--- src/rtl/mem_stage_pkg.sv ---
// rtl/mem_stage_pkg.sv - shared pipeline types and widths for the memory stage
package mem_stage_pkg;

  localparam int RF_ZIP_W  = 6;
  localparam int FWD_ZIP_W = 7;

  typedef enum logic [1:0] {
    MS_EMPTY     = 2'd0,
    MS_WAIT_DATA = 2'd1,
    MS_READY     = 2'd2
  } mem_state_e;

endpackage

--- src/rtl/mem_stage.sv ---
// rtl/mem_stage.sv - pipeline memory stage with data-response wait and result hold buffer
module mem_stage
  import mem_stage_pkg::*;
(
  input  logic                 clk,
  input  logic                 resetn,
  output logic                 mem_allowin,
  input  logic                 exe_to_mem_valid,
  input  logic [31:0]          exe_pc,
  input  logic [31:0]          exe_alu_result,
  input  logic                 exe_res_from_mem,
  input  logic                 exe_mem_we,
  input  logic [RF_ZIP_W-1:0]  exe_rf_zip,
  input  logic                 data_sram_data_ok,
  input  logic [31:0]          data_sram_rdata,
  input  logic                 wb_allowin,
  output logic                 mem_to_wb_valid,
  output logic [31:0]          mem_pc,
  output logic [RF_ZIP_W-1:0]  mem_rf_zip,
  output logic [31:0]          mem_final_result,
  output logic [FWD_ZIP_W-1:0] mem_fwd_zip
);

  mem_state_e          state_q;
  mem_state_e          state_d;
  logic [31:0]         pc_q;
  logic [31:0]         alu_result_q;
  logic [31:0]         hold_q;
  logic                res_from_mem_q;
  logic [RF_ZIP_W-1:0] rf_zip_q;

  logic mem_op;
  logic accept;
  logic ready_go;
  logic handoff;
  logic data_in;

  // data_ok only counts when an access is actually outstanding; stale pulses fall out here
  assign data_in         = (state_q == MS_WAIT_DATA) & data_sram_data_ok;
  assign ready_go        = (state_q == MS_READY) | data_in;
  assign mem_to_wb_valid = (state_q != MS_EMPTY) & ready_go;
  assign mem_allowin     = (state_q == MS_EMPTY) | (ready_go & wb_allowin);
  assign mem_op          = exe_res_from_mem | exe_mem_we;
  assign accept          = exe_to_mem_valid & mem_allowin;
  assign handoff         = mem_to_wb_valid & wb_allowin;

  // Next state: a new instruction wins over handoff so back-to-back flow has no bubble
  always_comb begin
    state_d = state_q;
    if (accept) begin
      state_d = mem_op ? MS_WAIT_DATA : MS_READY;
    end else if (handoff) begin
      state_d = MS_EMPTY;
    end else if (data_in) begin
      state_d = MS_READY;
    end
  end

  // State register
  always_ff @(posedge clk or negedge resetn) begin
    if (!resetn) begin
      state_q <= MS_EMPTY;
    end else begin
      state_q <= state_d;
    end
  end

  // Latch the instruction fields when it enters the stage
  always_ff @(posedge clk or negedge resetn) begin
    if (!resetn) begin
      pc_q           <= 32'd0;
      alu_result_q   <= 32'd0;
      res_from_mem_q <= 1'b0;
      rf_zip_q       <= '0;
    end else if (accept) begin
      pc_q           <= exe_pc;
      alu_result_q   <= exe_alu_result;
      res_from_mem_q <= exe_res_from_mem;
      rf_zip_q       <= exe_rf_zip;
    end
  end

  // Keep load data when WB stalls in the response cycle, since rdata is a one-cycle pulse
  always_ff @(posedge clk or negedge resetn) begin
    if (!resetn) begin
      hold_q <= 32'd0;
    end else if (data_in & ~wb_allowin) begin
      hold_q <= data_sram_rdata;
    end
  end

  // In the response cycle the load value bypasses the hold buffer
  assign mem_final_result = !res_from_mem_q             ? alu_result_q    :
                            (state_q == MS_WAIT_DATA)   ? data_sram_rdata : hold_q;

  assign mem_pc      = pc_q;
  assign mem_rf_zip  = rf_zip_q;
  assign mem_fwd_zip = {(state_q != MS_EMPTY) & rf_zip_q[RF_ZIP_W-1],
                        rf_zip_q[RF_ZIP_W-2:0], ready_go};

endmodule

--- config.mk ---
export PLATFORM = sky130hd
export DESIGN_NAME = mem_stage
export DESIGN_NICKNAME = d
export VERILOG_FILES = /design/src/rtl/mem_stage_pkg.sv /design/src/rtl/mem_stage.sv
export SDC_FILE = /design/constraint.sdc
export NUM_CORES = 1
export LEC_CHECK = 0
export ABC_AREA = 1
export BUFFER_PORTS_ARGS = -buffer_cell sky130_fd_sc_hd__buf_2
export CELL_PAD_IN_SITES_DETAIL_PLACEMENT = 0
export CELL_PAD_IN_SITES_GLOBAL_PLACEMENT = 1
export CORE_UTILIZATION = 34
export DETAILED_ROUTE_END_ITERATION = 8
export GPL_TIMING_DRIVEN = 0
export PLACE_DENSITY = 0.85
export SLEW_MARGIN = 10
export SYNTH_ARGS = -nofsm -noshare
export SYNTH_HDL_FRONTEND = slang
export SYNTH_SLANG_ARGS = --single-unit
--- constraint.sdc ---
create_clock -name clk -period 1.8 [get_ports clk]
set_clock_uncertainty 0.05 [all_clocks]
set_input_delay 0.09 -clock clk [delete_from_list [all_inputs] [get_ports clk]]
set_output_delay 0.09 -clock clk [all_outputs]
set_load 0.005 [all_outputs]
**Word-level counts from Yosys, hierarchy flattened**

Index checks and enable logic that the tools add are counted.

- Register bits after elaboration: 105
- Input port bits: 109

- Eq/ne operators: 2
- Muxes and demuxes: 6
- Bitwise gates (word level): 11
- Reductions and logical operators: 3

Operators with widths:

| operator | number |
|---|---|
| 2-to-1 mux 32 bit | 2 |
| 2-to-1 mux 2 bit | 4 |
| AND 1 bit | 7 |
| OR 1 bit | 3 |
| nonzero test 3 bit | 1 |
| == test 2 x 1 -> 1 bit, second input constant | 1 |
| == test 2 bit, second input constant | 1 |
| logical NOT 2 bit | 1 |
| nonzero test 2 bit | 1 |
| NOT 1 bit | 1 |

**Longest topological paths before layout**

- Depth after elaboration: 7
- Mapped depth: 9
- Gate-level depth less buffers: 9

**Worst setup path before layout**

No wires, ideal clock.

- Path kind: flip-flop to flip-flop
- From: register state_q[1]
- To: register state_q[1]
- Setup time: 0.122 ns
- Data arrival time: 1.157 ns
- Required time: 1.628 ns
- Slack: 0.471 ns
- Stages on the path, launching flop included: 10
- Cell sequence: dfrtp_1 inv_2 nand3_2 nand2_2 nand2_2 nand2_2 buf_8 nand3_1 nand2_1 nand2_1

- Longest elaborated chain between the ends: 7
- Elaborated cells between the ends (all ways): 14
- Those cells by class: eq/ne (2); mux (2); bitwise (7); reduce/logical (3)

RTL lines:

| what | RTL line | source |
|---|---|---|
| from (decl) | mem_stage.sv:24 | `mem_state_e state_q;` |
| from (signal assigned) | mem_stage.sv:64 | `state_q <= state_d;` |
| == test 2 x 1 -> 1 bit | mem_stage.sv:39 | `assign data_in = (state_q == MS_WAIT_DATA) & data_sram_data_ok;` |
| AND 1 bit | mem_stage.sv:39 |  |
| OR 1 bit | mem_stage.sv:40 | `assign ready_go = (state_q == MS_READY) \| data_in;` |
| AND 1 bit (*) | mem_stage.sv:41 | `assign mem_to_wb_valid = (state_q != MS_EMPTY) & ready_go;` |
| named net mem_to_wb_valid | mem_stage.sv:17 | `output logic mem_to_wb_valid,` |
| AND 1 bit (*) | mem_stage.sv:45 | `assign handoff = mem_to_wb_valid & wb_allowin;` |
| 2-to-1 mux 2 bit | mem_stage.sv:52 | `end else if (handoff) begin` |
| 2-to-1 mux 2 bit | mem_stage.sv:50 | `if (accept) begin` |

Mark *: on every way through the listed nets, which the timed path passes. The rest lies on a longest branch.
A chain may end at the register's enable or synchronous reset.

**Worst setup path after layout**

- From: register state_q[0]
- To: output mem_final_result[30]

- Longest elaborated chain between the ends: 3

RTL lines:

| what | RTL line | source |
|---|---|---|
| == test 2 x 1 -> 1 bit | mem_stage.sv:94 | `(state_q == MS_WAIT_DATA) ? data_sram_rdata : hold_q;` |
| 2-to-1 mux 32 bit | mem_stage.sv:94 |  |
| 2-to-1 mux 32 bit | mem_stage.sv:93 | `assign mem_final_result = !res_from_mem_q ? alu_result_q :` |
| to (decl) | mem_stage.sv:20 | `output logic [31:0] mem_final_result,` |

No other way between the ends.

==> flow_summary.json <==
{
  "slew_headroom": 0.633,
  "antennaDiodeCount": 0,
  "rsz0062_at_grt": "true",
  "wl_um": 17000,
  "finalSetupViolCount": 0,
  "tightestPinTransition_ns": 0.550,
  "ys_types": 21,
  "grt_pass1_vias": 5210,
  "cts_tree": "built",
  "timing.fmax_mhz": 570,
  "syn_nets": 725,
  "finalHoldViolations": 0,
  "power_density_nw_per_um2": 1640,
  "clk_pin_slew_ns": 0.07,
  "irDropWorstVdd_v": 0.000923,
  "finalMaxSlewViolations": 0,
  "arrival_ns": 1.61,
  "netlist_instances": 616,
  "violations": "design-rule violations",
  "coreArea_um2": 14600,
  "cp.required_ns": 1.66,
  "die_width_um": 125,
  "status": "finished, violations left",
  "critPathLaunchType": "register",
  "timing.setup.tns_ns": 0,
  "gp_congestion": 0.753,
  "grt_max_degree": 61,
  "track_usage": 0.222,
  "area_growth_pct": 60.1,
  "fin_total_pwr_w": 0.0134,
  "cap_viol_max_count": 0,
  "path_class": "register to output pin",
  "avgRoutedWirePerCell_um": 15.0,
  "vias_per_cell": 4.64,
  "final-instance-count-excl-fill": 1130,
  "p_leak_nw": 4.34,
  "grt_overflow": 0,
  "yosys_warnings": 0,
  "drcViolationCount": 19,
  "min_period_over_period": 0.974,
  "drt-pass1-iter-count": 7,
  "ant_nets": 0,
  "die_h_um": 125,
  "drt_iter0_drc": 278,
  "clock_path_buffers": 2,
  "fin_nets": 1050,
  "portBuffers": 187,
  "period_needed_ns": 1.75,
  "hold_ws_ns": 0.0166,
  "drive_gt1_frac": 0.360,
  "place_inst": 988,
  "cts-root-buf": "clkbuf_16",
  "synth-seq-cells": 105,
  "final_cell_mix": "nand2_1, buf_2, dlygate4sd3_1",
  "final_common_cell": "nand2_1",
  "syn_area_um2": 5120,
  "syn_avg_cell_area_um2": 8.32,
  "endpoint_kind": "output pin",
  "rows": 44,
  "numCtsBuffers": 9,
  "hold_class": "primary input to register",
  "num_vias": 5247,
  "crit_fanout": 8,
  "synth_seq_area_share": 0.513,
  "clk_latency_ns": 0.35,
  "htree_levels": 3,
  "antenna_found_initial": 1,
  "ios": 188,
  "fillers": 1321,
  "dp_hpwl_um": 10800,
  "die_area_um2": 15600,
  "start_util": 0.350,
  "cts_sinks": 105,
  "grt_first_pass_wirelength_um": 27000
}
[synthesized netlist by cell type]
master | instances | share of area
o21a_1 | 1 | 0.0015
dfrtp_1 | 105 | 0.51
buf_8 | 3 | 0.0088
inv_2 | 2 | 0.0015
o21ai_1 | 10 | 0.0098
buf_2 | 17 | 0.017
nor2_2 | 1 | 0.0012
a31oi_1 | 32 | 0.039
clkbuf_1 | 9 | 0.0066
buf_4 | 9 | 0.013
o21ai_2 | 20 | 0.034
nand3_1 | 56 | 0.055
inv_1 | 36 | 0.026
nand2_2 | 3 | 0.0037
nor2_1 | 33 | 0.024
buf_6 | 11 | 0.024
o2111ai_1 | 1 | 0.0017
nand2_1 | 245 | 0.18
nand2_4 | 1 | 0.0022
nand3_2 | 18 | 0.035
o21ai_0 | 3 | 0.0029
[critical path, cell delays in order, from the launching register on]
cell       delay (ns)
dfrtp_1          0.40
inv_2            0.10
nor2_4           0.05
buf_12           0.14
clkinv_16        0.07
buf_12           0.14
nand2_4          0.05
a31oi_2          0.16
buf_2            0.15
[logic make-up after synthesis]
logic type             synth area share
buffers and inverters            0.0972
AO/OA/AOI/OAI                    0.0892
flip-flops                        0.513
AND/OR/NAND/NOR                   0.301
[registers in the layout (all words and copies together) (netlist names)]
signal / cells
state_q: 2
mem_pc: 32
alu_result_q: 32
hold_q: 32
mem_rf_zip: 6
res_from_mem_q: 1
[repair_timing]
action,4_1_cts,5_1_grt
resized for setup,37,46
setup buffers,6,13
hold buffers,105,0
cloned,2,2
setup endpoints to repair,33,30
endpoints found under the hold margin,149,0
pin swaps,2,13
[area by class of cell]
class	instances	area, um^2	share of cell area
buffer	48	433	0.0528
clock buffer	10	239	0.0291
clock inverter	6	66.3	0.00809
inverter	38	169	0.0206
multi-input combinational	424	2170	0.265
sequential	105	2630	0.321
tap	184	230	0.0281
timing repair buffer	315	2260	0.276
[final timing paths]
path | to | slack, ns | start | cells after the start
setup / recovery | mem_final_result[30] | 0.05 | state_q[0] | 8
hold / removal | state_q[0] | 0.02 | data_sram_data_ok | 4
setup reg to reg | mem_pc[22] | 0.14 | state_q[1] | 10
hold reg to reg | mem_pc[31] | 0.42 | mem_pc[31] | 2
max in group asynchronous | alu_result_q[7] | 0.85 | resetn | 3
min in group asynchronous | mem_pc[7] | 0.19 | resetn | 2
[per-stage QoR]
| step | utilization | instance area (um^2) | worst slack (ns) |
|---|---|---|---|
| floorplan | - | 5120 | 0.471 |
| finish | 0.560 | 8200 | 0.0464 |
| CTS | 0.538 | 7880 | -0.0126 |
| detailed placement | 0.432 | 6320 | -0.0288 |
| global route | 0.560 | 8200 | -0.0557 |
| global placement | 0.429 | 6290 | -0.710 |
[per-layer routing]
metal  part of all wire  GRT usage  vias up
met5                  0          0        -
met4             0.0084     0.0530        0
met3              0.060     0.0554       10
met2               0.48      0.372      163
met1               0.45      0.287     2467
li1                   -          -     2607
[power by group]
| group | leakage (nW) | total, W | internal, W | switching, W |
|---|---|---|---|---|
| clock | 0.141 | 0.00205 | 0.00112 | 0.000927 |
| combinational | 2.89 | 0.00724 | 0.00346 | 0.00378 |
| sequential | 1.31 | 0.00416 | 0.00348 | 0.000680 |
| total | 4.34 | 0.0134 | 0.00806 | 0.00538 |
Note: power is estimated with default switching activity, not from simulation.
